===== src/rtl/load_store_unit.sv =====
// MEM-stage load/store engine: drives a word-addressed data bus with a req/ready handshake,
// stalls the pipeline while the access is in flight and returns the extended load result.
module load_store_unit #(
    parameter int unsigned TIMEOUT_CYCLES = 255
) (
    input  logic        clk,
    input  logic        rst,
    input  logic        mem_valid,
    input  logic        mem_read,
    input  logic        mem_write,
    input  logic [2:0]  func3,
    input  logic [31:0] addr,
    input  logic [31:0] store_data,
    output logic        dmem_req,
    output logic        dmem_we,
    output logic [31:0] dmem_addr,
    output logic [31:0] dmem_wdata,
    output logic [3:0]  dmem_be,
    input  logic        dmem_ready,
    input  logic [31:0] dmem_rdata,
    output logic        lsu_stall,
    output logic        lsu_done,
    output logic [31:0] load_data,
    output logic        lsu_err
);

    typedef enum logic [1:0] {
        S_IDLE,
        S_REQ,
        S_RESP
    } state_t;

    localparam logic [15:0] LP_TMO = 16'(TIMEOUT_CYCLES);

    state_t      r_state;
    state_t      w_state_nxt;
    logic [2:0]  r_func3;
    logic [1:0]  r_off;
    logic [15:0] r_cnt;

    logic        w_start;
    logic        w_legal;
    logic [31:0] w_wdata;
    logic [3:0]  w_be;
    logic [31:0] w_ext;
    logic [15:0] w_cnt_nxt;
    logic        w_timeout;
    logic [7:0]  w_byte;
    logic [15:0] w_half;

    assign w_start   = mem_valid & (mem_read | mem_write);
    assign w_cnt_nxt = r_cnt + 16'd1;
    assign w_timeout = (LP_TMO != 16'd0) && (w_cnt_nxt == LP_TMO);

    always_comb begin
        w_legal = 1'b1;
        case (func3)
            3'b000:  w_legal = 1'b1;
            3'b001:  w_legal = ~addr[0];
            3'b010:  w_legal = (addr[1:0] == 2'b00);
            3'b100:  w_legal = ~mem_write;
            3'b101:  w_legal = ~mem_write & ~addr[0];
            default: w_legal = 1'b0;
        endcase
        if (mem_read & mem_write) begin
            w_legal = 1'b0;
        end
    end

    // Store data is replicated across all lanes; byte enables select the target lane.
    always_comb begin
        w_wdata = '0;
        w_be    = '0;
        if (mem_write) begin
            case (func3[1:0])
                2'b00: begin
                    w_wdata = {4{store_data[7:0]}};
                    w_be    = 4'b0001 << addr[1:0];
                end
                2'b01: begin
                    w_wdata = {2{store_data[15:0]}};
                    w_be    = addr[1] ? 4'b1100 : 4'b0011;
                end
                default: begin
                    w_wdata = store_data;
                    w_be    = 4'b1111;
                end
            endcase
        end
    end

    always_comb begin
        w_byte = dmem_rdata[8*r_off +: 8];
        w_half = r_off[1] ? dmem_rdata[31:16] : dmem_rdata[15:0];
        case (r_func3)
            3'b000:  w_ext = {{24{w_byte[7]}}, w_byte};
            3'b001:  w_ext = {{16{w_half[15]}}, w_half};
            3'b100:  w_ext = {24'd0, w_byte};
            3'b101:  w_ext = {16'd0, w_half};
            default: w_ext = dmem_rdata;
        endcase
    end

    always_comb begin
        w_state_nxt = r_state;
        lsu_stall   = 1'b0;
        case (r_state)
            S_IDLE: begin
                if (w_start && w_legal) begin
                    lsu_stall   = 1'b1;
                    w_state_nxt = S_REQ;
                end
            end
            S_REQ: begin
                lsu_stall = 1'b1;
                if (dmem_ready || w_timeout) begin
                    w_state_nxt = S_RESP;
                end
            end
            S_RESP: begin
                w_state_nxt = S_IDLE;
            end
            default: begin
                w_state_nxt = S_IDLE;
            end
        endcase
    end

    always_ff @(posedge clk) begin
        if (rst) begin
            r_state    <= S_IDLE;
            r_func3    <= '0;
            r_off      <= '0;
            r_cnt      <= '0;
            dmem_req   <= 1'b0;
            dmem_we    <= 1'b0;
            dmem_addr  <= '0;
            dmem_wdata <= '0;
            dmem_be    <= '0;
            lsu_done   <= 1'b0;
            lsu_err    <= 1'b0;
            load_data  <= '0;
        end else begin
            r_state  <= w_state_nxt;
            lsu_done <= 1'b0;
            lsu_err  <= 1'b0;
            case (r_state)
                S_IDLE: begin
                    if (w_start) begin
                        if (w_legal) begin
                            r_func3    <= func3;
                            r_off      <= addr[1:0];
                            r_cnt      <= '0;
                            dmem_req   <= 1'b1;
                            dmem_we    <= mem_write;
                            dmem_addr  <= {addr[31:2], 2'b00};
                            dmem_wdata <= w_wdata;
                            dmem_be    <= w_be;
                        end else begin
                            lsu_err <= 1'b1;
                        end
                    end
                end
                S_REQ: begin
                    if (dmem_ready) begin
                        dmem_req <= 1'b0;
                        lsu_done <= 1'b1;
                        if (!dmem_we) begin
                            load_data <= w_ext;
                        end
                    end else begin
                        r_cnt <= w_cnt_nxt;
                        if (w_timeout) begin
                            dmem_req  <= 1'b0;
                            lsu_err   <= 1'b1;
                            load_data <= '0;
                        end
                    end
                end
                default: begin
                end
            endcase
        end
    end

endmodule


===== config.mk =====
export PLATFORM = sky130hd
export DESIGN_NAME = load_store_unit
export DESIGN_NICKNAME = d
export VERILOG_FILES = /design/src/rtl/load_store_unit.sv
export SDC_FILE = /design/constraint.sdc
export NUM_CORES = 1
export LEC_CHECK = 0
export CORE_MARGIN = 3
export CORE_UTILIZATION = 35
export CTS_CLUSTER_DIAMETER = 120
export DETAILED_ROUTE_END_ITERATION = 16
export DONT_BUFFER_PORTS = 1
export SLEW_MARGIN = 10
export SYNTH_ARGS = -nofsm -noshare
export SYNTH_HDL_FRONTEND = slang
export SYNTH_SLANG_ARGS = --single-unit

===== constraint.sdc =====
create_clock -name clk -period 2.5 [get_ports clk]
set_input_delay 0.5 -clock clk [delete_from_list [all_inputs] [get_ports clk]]
set_output_delay 0.5 -clock clk [all_outputs]
set_load 0.01 [all_outputs]

## Word-level counts from Yosys, hierarchy flattened

Index checks and enable logic that the tools add are counted.

- Register bits after elaboration: 125
- Input bits: 105
- Output and inout port bits: 105
- Logic and storage cells: 86

- Add/subtract/negate cells: 1
- Equality and inequality tests: 17
- Shift operators: 2
- Multiplexer cells: 32
- Bitwise operators: 7
- Reductions and logical operators: 15

Operators by type and width:

| cell | count |
|---|---|
| two-way mux 32 bit | 4 |
| one-hot mux 32 bit (4 select lines) | 1 |
| two-way mux 16 bit | 4 |
| one-hot mux 32 bit (2 select lines) | 1 |
| one-hot mux 16 bit (2 select lines) | 1 |
| indexed part select 32 x 6 -> 8 bit | 1 |
| adder 16 x 1 -> 16 bit, second input constant | 1 |
| equality test 16 x 8 -> 1 bit, second input constant | 1 |
| equality test 3 bit, second input constant | 4 |
| != test 2 bit, second input constant | 6 |
| two-way mux 1 bit | 11 |
| two-way mux 4 bit | 2 |
| one-hot mux 4 bit (2 select lines) | 1 |
| AND reduction 4 bit | 2 |
| equality test 3 x 1 -> 1 bit, second input constant | 2 |
| zero test 2 bit | 3 |
| zero test 3 bit | 2 |
| one-hot mux 1 bit (2 select lines) | 3 |
| AND reduction 3 bit | 2 |
| one-hot mux 1 bit (5 select lines) | 1 |
| equality test 2 x 1 -> 1 bit, second input constant | 2 |
| two-way mux 2 bit | 2 |
| one-hot mux 2 bit (2 select lines) | 1 |
| nonzero test 2 bit | 2 |
| other kinds (10) | 14 |

## Longest topological paths before layout

- Depth in word-level cells: 7
- Mapped depth: 10
- Depth with buffers taken out: 8

## Least setup slack after synthesis

Ideal clock, no wire load.

- Path type: reg2reg
- Start point: reg r_cnt[0]
- End point: reg load_data[7]
- Setup time: 124 ps
- Arrival: 2166 ps
- Data required time: 2376 ps
- Setup slack: 210 ps
- Cell stages (with the launch flop): 11
- Path buffers: 2
- Period minus slack after synthesis: 2290 ps
- Cell sequence: dfxtp_1 ha_1 buf_6 nand2b_1 o21ai_1 a222oi_1 or3_4 nor4_4 a21oi_4 buf_6 mux2i_1

- Cells in the longest elaborated chain, start to end: 4

Ends and longest elaborated chain:

| item | line | RTL |
|---|---|---|
| from (decl) | 39 | `logic [15:0] r_cnt;` |
| from (signal assigned) | 172 | `r_cnt <= w_cnt_nxt;` |
| adder 16 x 1 -> 16 bit | 52 | `assign w_cnt_nxt = r_cnt + 16'd1;` |
| equality test 16 x 8 -> 1 bit | 53 | `assign w_timeout = (LP_TMO != 16'd0) && (w_cnt_nxt == LP_TMO);` |
| nonzero test 2 bit (no line) | n/a |  |
| AND reduction 3 bit (no line) | n/a |  |
| to (signal assigned) | 169 | `load_data <= w_ext;` |
| to (decl) | 23 | `output logic [31:0] load_data,` |

Every way passes these cells.
A chain may end at the register's enable or synchronous reset.

## Worst setup path in the final report

- Start point: reg r_cnt[1]
- End point: reg load_data[26]

Same word-level chain as after synthesis.

==> results.sh <==
export IMPL_fin_nets=851
export IMPL_cts_sinks=125
export IMPL_synth_area_leaders="dfxtp_1 41%, nand2_1 8.7%, a21oi_1 7.8%"
export IMPL_diodes=0
export IMPL_synth_top_cell_area_share=0.4112
export IMPL_vias=5282
export IMPL_wl_per_cell_um=18.40
export IMPL_pwr_share_seq=0.444
export IMPL_synthArstFlopShare=0
export IMPL_fin_util=0.4081
export IMPL_internal_power_mw=3.490
export IMPL_ios=210
export IMPL_drv_cap=0
export IMPL_clock_latency_ps=420
export IMPL_holdCritPathClass="input port to register"
export IMPL_fin_crit_ps=2290
export IMPL_initial_core_util=0.3619
export IMPL_clockBufferDepth=2
export IMPL_die_w_um=137.9
export IMPL_ir_worst_vdd_mv=0.4747
export IMPL_synthCells=767
export IMPL_fin_skew_ps=13.37
export IMPL_hold_viol_final=0
export IMPL_drive_above_1_share=0.1149
export IMPL_grt_use_total=0.1834
export IMPL_worstPathMaxFanout=14
export IMPL_ant_nets=0
export IMPL_portBuffers=0
export IMPL_rr_endpoint="load_data[26]$_SDFFE_PP0P_"
export IMPL_max_slew_margin=0.4356
export IMPL_synth_top_family_by_area="simple AND/OR/NAND/NOR gates"
export IMPL_rsz0062_at_grt="no"
export IMPL_numCtsBuffers=17
export IMPL_num_rows=47
export IMPL_gp_congestion=0.8416
export IMPL_finalSetupViolCount=0
export IMPL_fill_cells=1739
export IMPL_startpoint="r_cnt[1]$_SDFFE_PP0P_"
export IMPL_arrival_ps=2580
export IMPL_synth_edf_count=0
export IMPL_max_stage_delay_ps=350
export IMPL_syn_to_final_growth_pct=12.79
export IMPL_hold_buffers=0
export IMPL_htreeDepth=4
export IMPL_dieArea_um2=19010
export IMPL_synthAdderAreaFrac=0.004112
export IMPL_vias_per_cell=5.406
export IMPL_grt_pass1_vias=4973
export IMPL_synthXorXnorAreaFrac=0.008635
export IMPL_drt_initial_drc_count=315
export IMPL_synth_seq_area_share=0.4112
export IMPL_max_freq_mhz=436.7
export IMPL_end_kind="register"
export IMPL_multi_input_area_um2=3219
export IMPL_drc=0
export IMPL_muxShareOfSynthArea=0.1044
export IMPL_clk_pin_slew_ps=60
export IMPL_cts_tree="yes"
export IMPL_synth_cells_most_frequent="141 x nand2_1, 125 x dfxtp_1, 95 x a21oi_1"
export IMPL_worstSetupPathType="register to register"
export IMPL_synthSimpleGateAreaFrac=0.2360
export IMPL_reg2reg_depth=9
export IMPL_synthFlopType="dfxtp_1"
export IMPL_finalSetupTns_ps=0
export IMPL_post_synth_top_count_cell="nand2_1"
export IMPL_holdPathStages=1
export IMPL_antenna_found_initial=0
export IMPL_dp_hpwl_mm=12.40
export IMPL_period_share=0.9159
export IMPL_wl_mm=17.97
export IMPL_critical_path_cell_chain="ha_2, nand3_1, nor4_2, xnor2_1, nand2_1, nor4_4, a21oi_4, buf_12, mux2i_1"
export IMPL_globalRouteOverflowTotal=0
export IMPL_ff2ff_setup_slack_ps=210
export IMPL_ys_seq_elements=125
export IMPL_worst_pin_slew_ps=843.5
export IMPL_synth_top_cell_by_area="dfxtp_1"
export IMPL_swShare=0.2539
export IMPL_cts_root_buf="clkbuf_16"
export IMPL_yosys_warnings=0
export IMPL_pwr_share_comb=0.058
export IMPL_critPathRequiredTime_ps=2790
export IMPL_first_pass_iters=7
export IMPL_slew_violations=0
export IMPL_startpoint_type="register"
export IMPL_status="complete, no violations"
export IMPL_regArea_um2=2504
export IMPL_timing_rr_start="r_cnt[1]$_SDFFE_PP0P_"
export IMPL_synth_compound_area_frac=0.1713
export IMPL_syn_cell_area_um2=6086
export IMPL_grt_max_degree=127
export IMPL_ys_types=52
export IMPL_die_h_um=137.9
export IMPL_cp_slowest_cell="dfxtp_1"
export IMPL_syn_avg_cell_area_um2=7.935
export IMPL_endpoint="load_data[26]$_SDFFE_PP0P_"
export IMPL_switchingPower_mw=1.188
export IMPL_grt_pass1_wl_mm=27.32
export IMPL_power_frac_clock=0.498
export IMPL_p_per_area_nw_per_um2=681.5
export IMPL_core_um2=16820
export IMPL_leakagePower_nw=2.522
[power by group through the flow]
stage	clock, mW	sequential (mW)	combinational, mW
after global routing	2.48	2.08	0.303
final	2.33	2.08	0.271
after CTS	2.39	2.08	0.270
after floorplan	0	2.11	0.259
after detailed placement	0	2.12	0.269
after global placement	0	2.12	0.267
[repair_timing]
| action | in CTS | in global routing |
|---|---|---|
| setup endpoints to repair | 0 | 25 |
| endpoints found under the hold margin | 0 | 0 |
| buffers inserted | 0 | 2 |
| gates resized for setup | 0 | 4 |
[cell families after synthesis]
family                   Yosys count
AO/OA/AOI/OAI                    180
XOR/XNOR                           6
adder cells (fa/ha/maj)            2
buffers and inverters             87
flip-flops                       125
multiplexers                      60
other                              1
AND/OR/NAND/NOR                  306
[flip-flops by register name, indices dropped and copies added, names as in the netlist]
register / flops
lsu_done: 1
r_func3: 3
r_off: 2
r_state: 2
dmem_wdata: 32
dmem_req: 1
lsu_err: 1
dmem_be: 4
load_data: 32
dmem_addr: 30
r_cnt: 16
dmem_we: 1
[through the flow]
step                power, mW  area (um2)  setup WS, ps  hold WS [ps]  cells
floorplan               2.365        6090         210.2         422.3    768
global placement        2.389        6261         124.7         464.3    943
detailed placement      2.391        6261         95.89         472.8    943
CTS                     4.739        6822         93.20         130.6    975
global route            4.866        6864         3.223         139.1    977
finish                  4.678        6864         210.1         159.5    977
[worst min path at each step]
stage	startpoint	to	slack, ps
6_report	rst	dmem_addr[2]$_SDFFE_PP0P_	160
5_1_grt	rst	dmem_addr[8]$_SDFFE_PP0P_	140
4_1_cts	rst	dmem_addr[2]$_SDFFE_PP0P_	130
3_5_place_dp	r_func3[2]$_SDFFE_PP0P_	r_func3[2]$_SDFFE_PP0P_	470
3_3_place_gp	r_func3[2]$_SDFFE_PP0P_	r_func3[2]$_SDFFE_PP0P_	460
2_1_floorplan	r_state[1]$_SDFFE_PP0P_	lsu_err$_SDFF_PP0_	420
[routing by layer]
metal,routed length (um),global-route usage,share of wire
met4,150,0.04610,0.0083
met2,8337,0.2920,0.46
met3,2208,0.08890,0.12
met1,7276,0.2230,0.40
met5,0,0,0
[cells in the final DEF (no fill, tap or decap), types with 18 or more instances in the layout]
master | netlist | layout
nor2_1 | 42 | 42
nand2b_1 | 39 | 39
mux2_2 | 18 | 18
mux2i_1 | 41 | 41
a21oi_1 | 95 | 95
o21ai_0 | 42 | 42
inv_1 | 20 | 20
buf_4 | 5 | 20
nand3_1 | 43 | 42
dfxtp_1 | 125 | 124
nand2_1 | 141 | 141
[critical path: cells and delay by family (launching register included)]
family                   cells  cell delay (ps)
flip-flops                   1              350
AND/OR/NAND/NOR              4              950
buffers and inverters        1              190
multiplexers                 1              120
XOR/XNOR                     1              150
AO/OA/AOI/OAI                1              170
adder cells (fa/ha/maj)      1              250
[area by class of cell]
class / count / share of cell area
multi-input combinational: 556 / 0.4690
sequential: 125 / 0.3647
clock buffer: 19 / 0.06599
tap: 220 / 0.04010
timing repair buffer: 24 / 0.03354
clock inverter: 13 / 0.01568
inverter: 20 / 0.01094
Power figures use the tool's default switching activity.
